### src/rtl/if_id_queue.sv
// Fetch-to-decode instruction queue: circular buffer of {pc, instr} with valid/ready on both sides.
// Optional same-cycle forwarding when empty is enabled by defining IFQ_BYPASS_EN.
module if_id_queue #(
  parameter int unsigned DEPTH     = 4,
  parameter logic [31:0] NOP_INSTR = 32'h0000_0013
) (
  input  logic                     clk,
  input  logic                     reset,
  input  logic                     in_valid,
  output logic                     in_ready,
  input  logic [31:0]              in_pc,
  input  logic [31:0]              in_instr,
  input  logic                     flush,
  output logic                     out_valid,
  input  logic                     out_ready,
  output logic [31:0]              out_pc,
  output logic [31:0]              out_instr,
  output logic [6:0]               out_opcode,
  output logic [$clog2(DEPTH):0]   count
);

  localparam int unsigned PW = $clog2(DEPTH);
  localparam logic [PW:0]   DEPTH_C = (PW+1)'(DEPTH);
  localparam logic [PW:0]   CNT_ONE = (PW+1)'(1);
  localparam logic [PW-1:0] PTR_ONE = PW'(1);

  logic [PW-1:0] wptr_q, wptr_d;
  logic [PW-1:0] rptr_q, rptr_d;
  logic [PW:0]   count_q, count_d;
  logic [31:0]   pc_mem_q    [DEPTH];
  logic [31:0]   instr_mem_q [DEPTH];

  logic empty;
  logic bypass_take;
  logic push;
  logic pop;

  assign empty    = (count_q == '0);
  assign in_ready = (count_q < DEPTH_C);
  assign count    = count_q;

`ifdef IFQ_BYPASS_EN
  assign bypass_take = empty && in_valid && !flush && out_ready;
`else
  assign bypass_take = 1'b0;
`endif

  // A forwarded-and-consumed entry never touches the storage or the pointers.
  assign push = in_valid && in_ready && !flush && !bypass_take;
  assign pop  = !empty && out_ready && !flush;

  always_comb begin
    out_valid = !empty && !flush;
    out_pc    = empty ? '0 : pc_mem_q[rptr_q];
    out_instr = empty ? NOP_INSTR : instr_mem_q[rptr_q];
`ifdef IFQ_BYPASS_EN
    if (empty && in_valid && !flush) begin
      out_valid = 1'b1;
      out_pc    = in_pc;
      out_instr = in_instr;
    end
`endif
  end

  assign out_opcode = out_instr[6:0];

  always_comb begin
    wptr_d  = wptr_q;
    rptr_d  = rptr_q;
    count_d = count_q;
    if (flush) begin
      wptr_d  = '0;
      rptr_d  = '0;
      count_d = '0;
    end else begin
      if (push) wptr_d = wptr_q + PTR_ONE;
      if (pop)  rptr_d = rptr_q + PTR_ONE;
      case ({push, pop})
        2'b10:   count_d = count_q + CNT_ONE;
        2'b01:   count_d = count_q - CNT_ONE;
        default: count_d = count_q;
      endcase
    end
  end

  always_ff @(posedge clk or posedge reset) begin
    if (reset) begin
      wptr_q  <= '0;
      rptr_q  <= '0;
      count_q <= '0;
    end else begin
      wptr_q  <= wptr_d;
      rptr_q  <= rptr_d;
      count_q <= count_d;
    end
  end

  always_ff @(posedge clk or posedge reset) begin
    if (reset) begin
      for (int unsigned i = 0; i < DEPTH; i++) begin
        pc_mem_q[i]    <= '0;
        instr_mem_q[i] <= NOP_INSTR;
      end
    end else if (push) begin
      pc_mem_q[wptr_q]    <= in_pc;
      instr_mem_q[wptr_q] <= in_instr;
    end
  end

endmodule

### config.mk
export PLATFORM = sky130hd
export DESIGN_NAME = if_id_queue
export DESIGN_NICKNAME = d
export VERILOG_FILES = /design/src/rtl/if_id_queue.sv
export SDC_FILE = /design/constraint.sdc
export NUM_CORES = 1
export LEC_CHECK = 0
export ABC_CLOCK_PERIOD_IN_PS = 10800
export CORE_AREA = 4 4 178 180
export CTS_BUF_LIST = sky130_fd_sc_hd__clkbuf_8
export DETAILED_ROUTE_END_ITERATION = 10
export DIE_AREA = 0 0 182 184
export PLACE_DENSITY = 0.68
export SLEW_MARGIN = 0
export SYNTH_ARGS = -nofsm -noshare
export SYNTH_HDL_FRONTEND = slang
export SYNTH_SLANG_ARGS = --single-unit
### constraint.sdc
create_clock -name clk -period 10.8 [get_ports clk]
set_input_delay 2.16 -clock clk [delete_from_list [all_inputs] [get_ports clk]]
set_output_delay 2.16 -clock clk [all_outputs]
set_load 0.005 [all_outputs]
==> results.json <==
{
  "cts_tree": "yes",
  "clock_path_buffers": 3,
  "slew_viol_final": 0,
  "grt_pass1_vias": 7764,
  "min_path_cells": 1,
  "track_usage_pct": 16.4,
  "startpoint_type": "input port",
  "areaGrowthSynthToFinish_pct": 16.8,
  "antenna_found_initial": 1,
  "first_iter_violations": 300,
  "cp_cell_sequence": "clkdlybuf4s50_1 -> nor2_1 -> clkdlybuf4s50_1",
  "via_count": 6823,
  "grt_max_degree": 136,
  "clkTransAtPathRegs_ns": 0.05,
  "syn_nets": 835,
  "required_ns": 8.64,
  "cts_made_buffers": 46,
  "reg2reg_depth": 5,
  "setup_tns_ns": 0,
  "synth_warnings": 0,
  "rr_startpoint": "count[2]",
  "core-area_sq_um": 30200,
  "postCtsSetupBuffers": 0,
  "row_count": 64,
  "dpl_cell_area_sq_um": 14600,
  "vdd_ir_drop_max_mv": 0.107,
  "netlist_area_sq_um": 13300,
  "layout-drive-gt1-share_pct": 45.2,
  "cpMaxStageDelayCell": "clkdlybuf4s50_1",
  "final_util_pct": 51.5,
  "reg2reg_slack_ns": 7.84,
  "status": "complete, no violations",
  "cap_violations": 0,
  "critPathBufInv": 2,
  "reg2reg_to": "pc_mem_q[126]",
  "die_x_um": 182,
  "yosysSeqAreaShare_pct": 49.5,
  "final_common_cell": "dfrtp_1",
  "hold_viol": 0,
  "fin_crit_ns": 5.66,
  "cts-root-buf": "clkbuf_8",
  "wire_per_inst_um": 20.5,
  "io_buffers": 144,
  "cpPeakStageDelay_ns": 0.63,
  "ant_nets": 0,
  "setup_ws_ns": 5.14,
  "layout_common_cells": "dfrtp_1, mux2_4, clkdlybuf4s50_1",
  "layout.nets": 976,
  "setup_viol": 0,
  "worstHoldPathType": "reg -> reg",
  "cpMostUsedCell": "clkdlybuf4s50_1",
  "syn_inst": 761,
  "timing.slew.headroom_pct": 32.3,
  "fp.dieH_um": 184,
  "p_leak_nw": 6.75,
  "cts.sinks": 263,
  "cpLargestDelayFamily": "buffers and inverters",
  "routed_via_density": 5.11,
  "grt_pass1_wl_mm": 44.3,
  "wirelength_mm": 27.4,
  "ioPinCount": 145,
  "min_to": "pc_mem_q[24]",
  "nFillCells": 2485,
  "crit_arrival_ns": 3.50,
  "dr.pass1.iters": 4,
  "cts_hold_buffers": 0,
  "h-tree-depth": 2,
  "path_max_fanout": 11,
  "ys_types": 33,
  "power_density_nw_per_um2": 232,
  "start_util_pct": 44.1,
  "clock_latency_ns": 0.55,
  "gp_congestion": 0.723,
  "drc": 0,
  "rsz0062_at_grt": "no",
  "fin_area_sq_um": 15600,
  "worstMarginPinSlew_ns": 1.02,
  "ys_seq_elements": 263,
  "post-place-ws_ns": 5.13,
  "min_from": "pc_mem_q[24]",
  "finClkSkew_ns": 0.0128,
  "dp_hpwl_mm": 15.2,
  "cts-resized-gates": 0,
  "end_kind": "primary output",
  "max_freq_ghz": 0.177,
  "grt_overflow": 0,
  "critical_path_class": "in -> out",
  "finalCritPeriodShare_pct": 52.4,
  "total_power_w": 0.00360,
  "synth_area_per_cell_sq_um": 17.5,
  "dieArea_sq_um": 33500
}
cell type report:
type	count	area (sq um)	area share, %
timing repair buffer	153	1510	9.70
clock inverter	26	145	0.933
antenna	1	2.50	0.0161
sequential	263	6600	42.4
inverter	4	22.5	0.145
clock buffer	59	812	5.22
tap	396	495	3.18
multi-input combinational	434	5970	38.4
how the worst max path moves through the flow:
stage,slack [ns],cells past startpoint,startpoint,to
after global routing,5.05,3,flush,out_valid
final,5.14,3,flush,out_valid
after detailed placement,5.13,3,flush,out_valid
after global placement,5.14,3,flush,out_valid
after floorplan,1.42,1,reset,count[0]
after CTS,5.12,3,flush,out_valid
synth_stat cells:
master | number | area share (%)
buf_2 | 10 | 0.38
nand3_1 | 3 | 0.11
ha_1 | 4 | 0.38
dfrtp_1 | 251 | 47
mux2_4 | 240 | 27
xnor2_1 | 3 | 0.20
o21ai_0 | 4 | 0.15
mux2_2 | 16 | 1.4
buf_6 | 1 | 0.085
and2_1 | 61 | 2.9
nor2b_4 | 1 | 0.10
fa_1 | 1 | 0.15
or3_1 | 2 | 0.094
a221oi_1 | 1 | 0.066
o31ai_1 | 1 | 0.056
a21oi_1 | 4 | 0.15
a211oi_1 | 1 | 0.056
nor3_1 | 1 | 0.038
xor2_1 | 2 | 0.13
buf_4 | 11 | 0.62
and2_4 | 4 | 0.26
inv_1 | 4 | 0.11
nand2b_1 | 1 | 0.047
clkbuf_1 | 10 | 0.28
or2_2 | 3 | 0.14
nand2_1 | 3 | 0.085
dfstp_2 | 12 | 2.4
buf_12 | 28 | 4.2
mux4_2 | 64 | 11
nor2_1 | 11 | 0.31
nor3b_1 | 1 | 0.056
nor4_1 | 1 | 0.047
nor2b_2 | 1 | 0.066
flip-flops by register name, indices dropped and copies added (netlist names):
register and cells:
pc_mem_q 128, instr_mem_q 128, rptr_q 2, wptr_q 2, count 3
cell families after synthesis:
group,synth area share [%]
buffers and inverters,5.68
DFF,49.5
muxes,39.2
and+or+nand+nor,4.23
adders and majority gates,0.526
xor gates and xnor gates,0.329
AOI/OAI and AO/OA,0.479
worst reg2reg max path: stages (launching register included):
cell and delay (ns):
dfrtp_1 0.47, nor2b_2 0.34, nor2b_4 0.26, and2_4 0.52, buf_4 0.82, mux2_2 0.43
report_power, final:
part           switching, W  internal (W)
clock network      0.000411      0.000516
logic              0.000310      0.000813
registers          0.000203       0.00135
total              0.000924       0.00268
per-layer routing:
metal	wire length [um]	vias up	GRT usage (%)
met5	0	-	0
met4	568	0	4.53
met3	982	47	2.85
met2	13200	124	27.1
met1	12600	3622	22.7
li1	-	3030	-
through the flow:
stage	hold WS (ns)	std cells
floorplan	0.475	761
global placement	0.486	1250
detailed placement	0.488	1250
CTS	0.505	1335
global route	0.510	1336
finish	0.501	1336
(Power assumes the default switching activity.)
